==> src/rtl/hub75_pkg.sv <==
// Shared types for the HUB75 row driver: FSM states, pixel word layout and helpers.
package hub75_pkg;

  localparam int unsigned PIX_W = 6;

  // Pixel word as presented on s_axi_data: {r1,g1,b1,r0,g0,b0}
  typedef struct packed {
    logic r1;
    logic g1;
    logic b1;
    logic r0;
    logic g0;
    logic b0;
  } pixel_t;

  typedef enum logic [2:0] {
    LOAD,
    SETUP,
    CLK_HIGH,
    BLANK,
    LATCH,
    DISPLAY
  } state_e;

  function automatic int unsigned max3(input int unsigned a, input int unsigned b,
                                       input int unsigned c);
    int unsigned m;
    m = (a > b) ? a : b;
    return (m > c) ? m : c;
  endfunction

endpackage

==> src/rtl/hub75_phase_timer.sv <==
// Loadable down-counter shared by all timed FSM phases; done while the count sits at zero.
module hub75_phase_timer #(
  parameter int unsigned CNT_W = 9
) (
  input  logic             clk,
  input  logic             areset,
  input  logic             load_i,
  input  logic [CNT_W-1:0] load_val_i,
  output logic             done_c_o
);

  logic [CNT_W-1:0] cnt_q, cnt_d;

  always_comb begin
    cnt_d = cnt_q;
    if (load_i) begin
      cnt_d = load_val_i;
    end else if (cnt_q != '0) begin
      cnt_d = cnt_q - CNT_W'(1);
    end
  end

  always_ff @(posedge clk or posedge areset) begin
    if (areset) begin
      cnt_q <= '0;
    end else begin
      cnt_q <= cnt_d;
    end
  end

  assign done_c_o = (cnt_q == '0);

endmodule

==> src/rtl/hub75_row_driver.sv <==
// HUB75 panel row driver: shifts COLUMNS pixel words per row, then blanks, latches and
// displays the row before moving on to the next row pair.
module hub75_row_driver
  import hub75_pkg::*;
#(
  parameter int unsigned COLUMNS    = 64,
  parameter int unsigned ROW_PAIRS  = 16,
  parameter int unsigned ADDR_W     = 4,
  parameter int unsigned CLK_DIV    = 1,
  parameter int unsigned LAT_CYCLES = 2,
  parameter int unsigned OE_CYCLES  = 256
) (
  input  logic              clk,
  input  logic              areset,
  input  logic              s_axi_valid,
  input  logic [PIX_W-1:0]  s_axi_data,
  output logic              s_axi_ready,
  output logic              hub_r0,
  output logic              hub_g0,
  output logic              hub_b0,
  output logic              hub_r1,
  output logic              hub_g1,
  output logic              hub_b1,
  output logic              hub_clk,
  output logic              hub_lat,
  output logic              hub_oe_n,
  output logic [ADDR_W-1:0] hub_addr,
  output logic              o_frame_done
);

  localparam int unsigned COL_W  = (COLUMNS > 1) ? $clog2(COLUMNS) : 1;
  localparam int unsigned PH_MAX = max3(CLK_DIV, LAT_CYCLES, OE_CYCLES);
  localparam int unsigned PH_W   = $clog2(PH_MAX + 1);

  state_e            state_q, state_d;
  logic [COL_W-1:0]  col_q, col_d;
  logic [ADDR_W-1:0] row_q, row_d;
  logic [ADDR_W-1:0] addr_q, addr_d;
  pixel_t            pix_q, pix_d;
  logic              ready_q, ready_d;
  logic              hclk_q, hclk_d;
  logic              lat_q, lat_d;
  logic              oe_n_q, oe_n_d;
  logic              fdone_q, fdone_d;

  logic              tmr_load_c;
  logic [PH_W-1:0]   tmr_val_c;
  logic              tmr_done_c;

  hub75_phase_timer #(
    .CNT_W(PH_W)
  ) u_timer (
    .clk       (clk),
    .areset    (areset),
    .load_i    (tmr_load_c),
    .load_val_i(tmr_val_c),
    .done_c_o  (tmr_done_c)
  );

  // Next-state and next-output logic; outputs are decoded from the next state so they
  // line up with the state they describe once registered.
  always_comb begin
    state_d    = state_q;
    col_d      = col_q;
    row_d      = row_q;
    pix_d      = pix_q;
    addr_d     = addr_q;
    fdone_d    = 1'b0;
    tmr_load_c = 1'b0;
    tmr_val_c  = '0;

    case (state_q)
      LOAD: begin
        if (s_axi_valid && ready_q) begin
          pix_d      = pixel_t'(s_axi_data);
          state_d    = SETUP;
          tmr_load_c = 1'b1;
          tmr_val_c  = PH_W'(CLK_DIV - 1);
        end
      end
      SETUP: begin
        if (tmr_done_c) begin
          state_d    = CLK_HIGH;
          tmr_load_c = 1'b1;
          tmr_val_c  = PH_W'(CLK_DIV - 1);
        end
      end
      CLK_HIGH: begin
        if (tmr_done_c) begin
          if (col_q == COL_W'(COLUMNS - 1)) begin
            col_d   = '0;
            state_d = BLANK;
          end else begin
            col_d   = col_q + COL_W'(1);
            state_d = LOAD;
          end
        end
      end
      BLANK: begin
        state_d    = LATCH;
        tmr_load_c = 1'b1;
        tmr_val_c  = PH_W'(LAT_CYCLES - 1);
      end
      LATCH: begin
        if (tmr_done_c) begin
          state_d    = DISPLAY;
          tmr_load_c = 1'b1;
          tmr_val_c  = PH_W'(OE_CYCLES - 1);
        end
      end
      DISPLAY: begin
        if (tmr_done_c) begin
          state_d = LOAD;
          if (row_q == ADDR_W'(ROW_PAIRS - 1)) begin
            row_d   = '0;
            fdone_d = 1'b1;
          end else begin
            row_d = row_q + ADDR_W'(1);
          end
        end
      end
      default: state_d = LOAD;
    endcase

    // Address changes on entry to BLANK so it is already settled while the panel is dark.
    if (state_d == BLANK) begin
      addr_d = row_q;
    end

    ready_d = (state_d == LOAD);
    hclk_d  = (state_d == CLK_HIGH);
    lat_d   = (state_d == LATCH);
    oe_n_d  = (state_d != DISPLAY);
  end

  always_ff @(posedge clk or posedge areset) begin
    if (areset) begin
      state_q <= LOAD;
      col_q   <= '0;
      row_q   <= '0;
      addr_q  <= '0;
      pix_q   <= '0;
      ready_q <= 1'b0;
      hclk_q  <= 1'b0;
      lat_q   <= 1'b0;
      oe_n_q  <= 1'b1;
      fdone_q <= 1'b0;
    end else begin
      state_q <= state_d;
      col_q   <= col_d;
      row_q   <= row_d;
      addr_q  <= addr_d;
      pix_q   <= pix_d;
      ready_q <= ready_d;
      hclk_q  <= hclk_d;
      lat_q   <= lat_d;
      oe_n_q  <= oe_n_d;
      fdone_q <= fdone_d;
    end
  end

  assign s_axi_ready  = ready_q;
  assign hub_r1       = pix_q.r1;
  assign hub_g1       = pix_q.g1;
  assign hub_b1       = pix_q.b1;
  assign hub_r0       = pix_q.r0;
  assign hub_g0       = pix_q.g0;
  assign hub_b0       = pix_q.b0;
  assign hub_clk      = hclk_q;
  assign hub_lat      = lat_q;
  assign hub_oe_n     = oe_n_q;
  assign hub_addr     = addr_q;
  assign o_frame_done = fdone_q;

endmodule

==> config.mk <==
export PLATFORM = sky130hd
export DESIGN_NAME = hub75_row_driver
export DESIGN_NICKNAME = d
export VERILOG_FILES = /design/src/rtl/hub75_pkg.sv /design/src/rtl/hub75_phase_timer.sv /design/src/rtl/hub75_row_driver.sv
export SDC_FILE = /design/constraint.sdc
export NUM_CORES = 1
export LEC_CHECK = 0
export CAP_MARGIN = 20
export CORE_ASPECT_RATIO = 1.75
export CORE_MARGIN = 2
export CORE_UTILIZATION = 47
export CTS_CLUSTER_SIZE = 28
export DETAILED_ROUTE_END_ITERATION = 12
export HOLD_SLACK_MARGIN = 0.1
export MAX_ROUTING_LAYER = met4
export PLACE_DENSITY_LB_ADDON = 0.1
export SYNTH_ARGS = -nofsm -noshare
export SYNTH_HDL_FRONTEND = slang
export SYNTH_SLANG_ARGS = --single-unit
==> constraint.sdc <==
create_clock -name clk -period 2.45 [get_ports clk]
set_input_delay 0.49 -clock clk [delete_from_list [all_inputs] [get_ports clk]]
set_output_delay 0.49 -clock clk [all_outputs]
set_load 0.03 [all_outputs]
# Yosys cells after proc, flatten, opt, wreduce, memory -nomap -nowiden
# Index checks and enable logic that the tools add are counted.
[op_classes]
n_bitwise = 0
addsub = 3
n_lt_le_gt_ge = 0
n_shift = 0
n_mul = 0
n_mux = 19
n_reduce_logical = 10
n_eq_ne = 11
n_div = 0
[ops]
columns = ["cell", "n"]
rows = [
  ["$mux W9", 2],
  ["$pmux W3 S6", 1],
  ["$pmux W8 S2", 1],
  ["$mux W3", 5],
  ["$eq A3 B2 Y1 const B", 4],
  ["$eq A3 B3 Y1 const B", 3],
  ["$logic_not A9 Y1", 1],
  ["$reduce_bool A9 Y1", 1],
  ["$sub A9 B1 Y9 const B", 1],
  ["$mux W8", 1],
  ["$add A6 B1 Y6 const B", 1],
  ["$eq A6 B6 Y1 const B", 1],
  ["$logic_not A3 Y1", 2],
  ["$mux W6", 1],
  ["$reduce_and A2 Y1", 3],
  ["$mux W1", 5],
  ["$add A4 B1 Y4 const B", 1],
  ["$eq A4 B4 Y1 const B", 1],
  ["$mux W4", 1],
  ["$eq A3 B1 Y1 const B", 1],
  ["$ne A3 B3 Y1 const B", 1],
  ["$pmux W1 S3", 1],
  ["$mux W2", 1],
  ["$reduce_bool A2 Y1", 1],
  ["2 further kinds", 2],
]
[totals]
word_cells = 59
mem_bits_rw = 0
rom_bits = 0
out_inout_bits = 15
memories = 0
latchBits = 0
ff_bits = 37

# Depth between registers and ports, before layout
[logic_depth]
depth_word = 5
ltp_mapped = 7
depth_no_buf = 6

# Modules after synthesis
# From an unflattened synthesis, not the netlist that was laid out.
[hier_totals]
cells_unflattened = 180
hier_area_um2 = 1908.1
[by_module_without_submodules]
columns = ["module", "n_inst", "area_each_um2", "cells_each"]
rows = [
  ["hub75_row_driver", 1, 1352.5, 117],
  ["hub75_phase_timer", 1, 555.5, 63],
]

# Worst setup path before layout
# Ideal clock, no wire load.
[synth_timing]
path_kind = "register to register"
from = "register u_timer.cnt_q[0]"
to = "register addr_q[0] (netlist: hub_addr[0])"
t_arrival_ns = 1.665
stages_incl_launch_ff = 8
path_buffers = 1
slack_ns = 0.660
cell_sequence = "dfrtp_1 -> inv_1 -> ha_1 -> nor4b_4 -> and3_1 -> buf_6 -> nand2_4 -> mux2_4"
[synth_between]
elab_chain_cells = 4
elab_cells_between_ends = 7
[synth_rtl]
columns = ["item", "line", "text"]
rows = [
  ["start, declared", "hub75_phase_timer.sv:12", "logic [CNT_W-1:0] cnt_q, cnt_d;"],
  ["start signal, assigned", "hub75_phase_timer.sv:27", "cnt_q <= cnt_d;"],
  ["$logic_not A9 Y1 (*)", "hub75_phase_timer.sv:31", "assign done_c_o = (cnt_q == '0);"],
  ["$mux W3 (on tied branches)", "--", ""],
  ["$pmux W3 S6 (*)", "hub75_row_driver.sv:72", "case (state_q)"],
  ["$eq A3 B2 Y1 (*)", "hub75_row_driver.sv:126", "if (state_d == BLANK) begin"],
  ["end signal, assigned", "hub75_row_driver.sv:152", "addr_q <= addr_d;"],
  ["end, declared", "hub75_row_driver.sv:38", "logic [ADDR_W-1:0] addr_q, addr_d;"],
]
# Every way passes the cells marked *; elsewhere a longest branch is shown, timed or not.
# A chain may end at the register's enable or synchronous reset.

# Worst setup path in the final report
[layout_timing]
from = "register u_timer.cnt_q[0]"
to = "register addr_q[3] (netlist: hub_addr[3])"
# Same word-level chain as after synthesis.

==> reports/summary.txt <==
Nets: 221
Largest stage delay, worst path: 0.41 ns
Worst flop-to-flop path endpoint: hub_addr[3]
Reg2reg path depth: 6
Endpoint class of the critical path: flop
Mux contribution to synthesized area: 4.389%
Syn Std Cell Area: 1853 um^2
Fin Hold WS: 0.4880 ns
IO Count: 24
Unique cell type count in the Yosys netlist: 46
Synth top area cells: dfrtp_1 (49%), nand2_1 (6.1%), o21ai_0 (4.6%)
CP delay by family, top: simple AND/OR/NAND/NOR gates
Highest ir drop seen on vdd: 0.3784 mV
Crit path max fanout: 7
Final setup vio count: 0
Row count: 30
CP max-delay cell: dfrtp_1
Adder-cell share of the synthesized area: 2.701%
Yosys warns: 0
Starting DRT DRC Count: 39
Clock insertion delay at the later pin of the skew report: 0.29 ns
Final count of hold timing violations: 0
Largest net degree at the start of global routing: 38
Number of synthesized register bits: 37
Clock-pin slew on the worst setup and hold paths: 0.07 ns
Post-CTS Setup Bufs: 0
Complex-gate fraction of the synthesized area: 10.33%
Startpoint types: flop
Number of synthesized flops with an enable pin: 0
Diode count: 0
Vias: 1,428
Bufs on Longest Clock Path: 2
CTS Buf Count: 5
Syn avg cell area: 10.29 um^2
Clock sinks: 37
Main synth FF type: dfrtp_1
Area delta synth->final: 21.94%
Slew @ Worst Pin: 0.4831 ns
Port buffer count: 23
Cells after Synth: 180
CP Data Arrival Time: 2.22 ns
R2r startpoint: u_timer.cnt_q[0]
Slew Limit Headroom: 67.55%
Buf/Inv on CP: 1
WHS Endpoint: hub_r1
Hold Path Depth: 2
Hold_buf cts: 0
PostCTS Resize Cnt: 0
Final WL: 3875 um
RePlAce Congestion: 0.8772
FF-to-FF setup slack: 0.40 ns
HP Start: hub_r1
Vias in the first global route: 1,390
Core area: 3829 um^2
Initial DRT Pass Iterations: 4
Vias/cell: 5.556
Async set or reset register ratio after synthesis: 100.0%
Static leakage: 1.010 nW
Worst EP required: 2.63 ns
Clk root buf: clkbuf_8
Total global-route track usage: 19.35%
# H-tree levels: 2
Cell area power density: 524.3 nW/um^2
Initial Util: 48.40%
Max Slew Vio Count: 0
Setup Skew: 0.005538 ns
RSZ-0062 raised after global routing: no
First-pass GRT wire length: 6348 um
Synth Area in XOR/XNOR: 4.727%
Largest family of logic cells by synthesized area: simple AND/OR/NAND/NOR gates
Final Cycle Share: 83.48%
Crit-path cells: inv_1 -> ha_1 -> nor4b_4 -> and3_1 -> nand2_4 -> mux2_4
Die ar.: 4481 um^2
Post-DR wirelength/cell: 15.08 um
Most frequent cell after synthesis: dfrtp_1
WS Path Type: reg -> reg
Min Tclk post-route: 2.045 ns
Chip height: 87.06 um
Die X: 51.47 um
Sequential area share after synthesis: 50.03%
Outcome: finished, final reports clean
Drt drc: 0
Post-route setup TNS: 0 ns
Post-synth top cells: dfrtp_1 (36), nand2_1 (30), o21ai_0 (17)
Fraction of layout cells with a size suffix above 1: 12.44%
Synth area leader: dfrtp_1
Fmax: 489.0 MHz
Post-DP HPWL: 2819 um
Max Cap Viol: 0
Post-route ant nets: 0
Syn_nets: 193
Worst min path class: reg -> reg
CTS tree: yes
Synth top area share: 48.62%
Initial antenna violation count: 0
Simple logic cell fraction of the synthesized area: 25.59%
Grt ovf: 0
## sequential cells by signal, summed over array words and instances (netlist names), 3 cells and up
name           cells
hub_addr           4
col_q              6
row_q              4
state_q            3
u_timer.cnt_q      9
## area by class of cell
cell class	instances	area [um^2]
clock buffer	6	82.58
tap	48	60.06
timing repair buffer	26	252.7
multi-input combinational	134	884.6
sequential	37	927.1
clock inverter	2	37.54
fill	348	1569
inverter	4	15.01
## layer usage
layer / part of all wire (%) / vias up / routed length (um) / track usage [%]
met3: 2.3 / 12 / 88 / 4.296
met5: 0 / - / 0 / -
li1: - / 695 / - / -
met2: 53 / 24 / 2071 / 32.52
met1: 42 / 697 / 1610 / 21.56
met4: 2.7 / 0 / 104 / 8.612
## cells by family after synthesis
group                      after synthesis
and+or+nand+nor                         82
AOI/OAI and AO/OA                       32
buffers and inverters                    9
adders and majority gates                4
muxes                                    6
DFF                                     37
xor gates and xnor gates                10
## per-stage QoR
| step | power, W | setup WS (ns) | util [%] | area [um^2] | std cells |
|---|---|---|---|---|---|
| after floorplan | 0.0006314 | 0.6603 | - | 1853 | 180 |
| after global placement | 0.0006486 | 0.3000 | 55.88 | 2140 | 249 |
| after detailed placement | 0.0006494 | 0.2301 | 55.88 | 2140 | 249 |
| after CTS | 0.001203 | 0.3950 | 59.02 | 2260 | 257 |
| after global routing | 0.001228 | 0.2441 | 59.02 | 2260 | 257 |
| final | 0.001185 | 0.4048 | 59.02 | 2260 | 257 |
## power breakdown
group	internal (W)	switching (W)	leakage, nW	total (W)
sequential	0.000610	0	0.484	0.000610
combinational	0.0000123	0.0000138	0.469	0.0000261
clock	0.000331	0.000217	0.0574	0.000548
total	0.000954	0.000231	1.01	0.00118
## placed cells by master, fill, tap and decap left out, types with 2 or more instances in the layout
master,count
o31ai_1,2
nor3_1,2
dfrtp_1,36
nor4_1,2
nand2_1,30
mux2_4,4
o21ai_0,17
clkbuf_8,6
and3_1,4
nor2b_1,3
nand4_1,3
buf_4,3
nor4b_1,2
nor3b_1,2
xor2_1,3
inv_1,4
ha_1,4
nand3_1,9
nand2b_1,3
nor2_1,7
a21oi_1,5
or4_1,3
clkdlybuf4s50_1,23
xnor2_1,7
## worst min-delay path: stages, from the launching register on
cell,delay [ns]
dfrtp_1,0.35
nand2_1,0.05
nand2_1,0.05
## how the worst max path moves through the flow
stage	start	to	slack, ns	cells past startpoint
after global routing	u_timer.cnt_q[0]	hub_addr[3]	0.24	6
final	u_timer.cnt_q[0]	hub_addr[3]	0.40	6
after CTS	u_timer.cnt_q[0]	hub_addr[3]	0.39	6
after global placement	s_axi_valid	u_timer.cnt_q[5]	0.30	5
after detailed placement	s_axi_valid	u_timer.cnt_q[4]	0.23	5
after floorplan	u_timer.cnt_q[0]	hub_addr[0]	0.66	7
(Power assumes the default switching activity.)
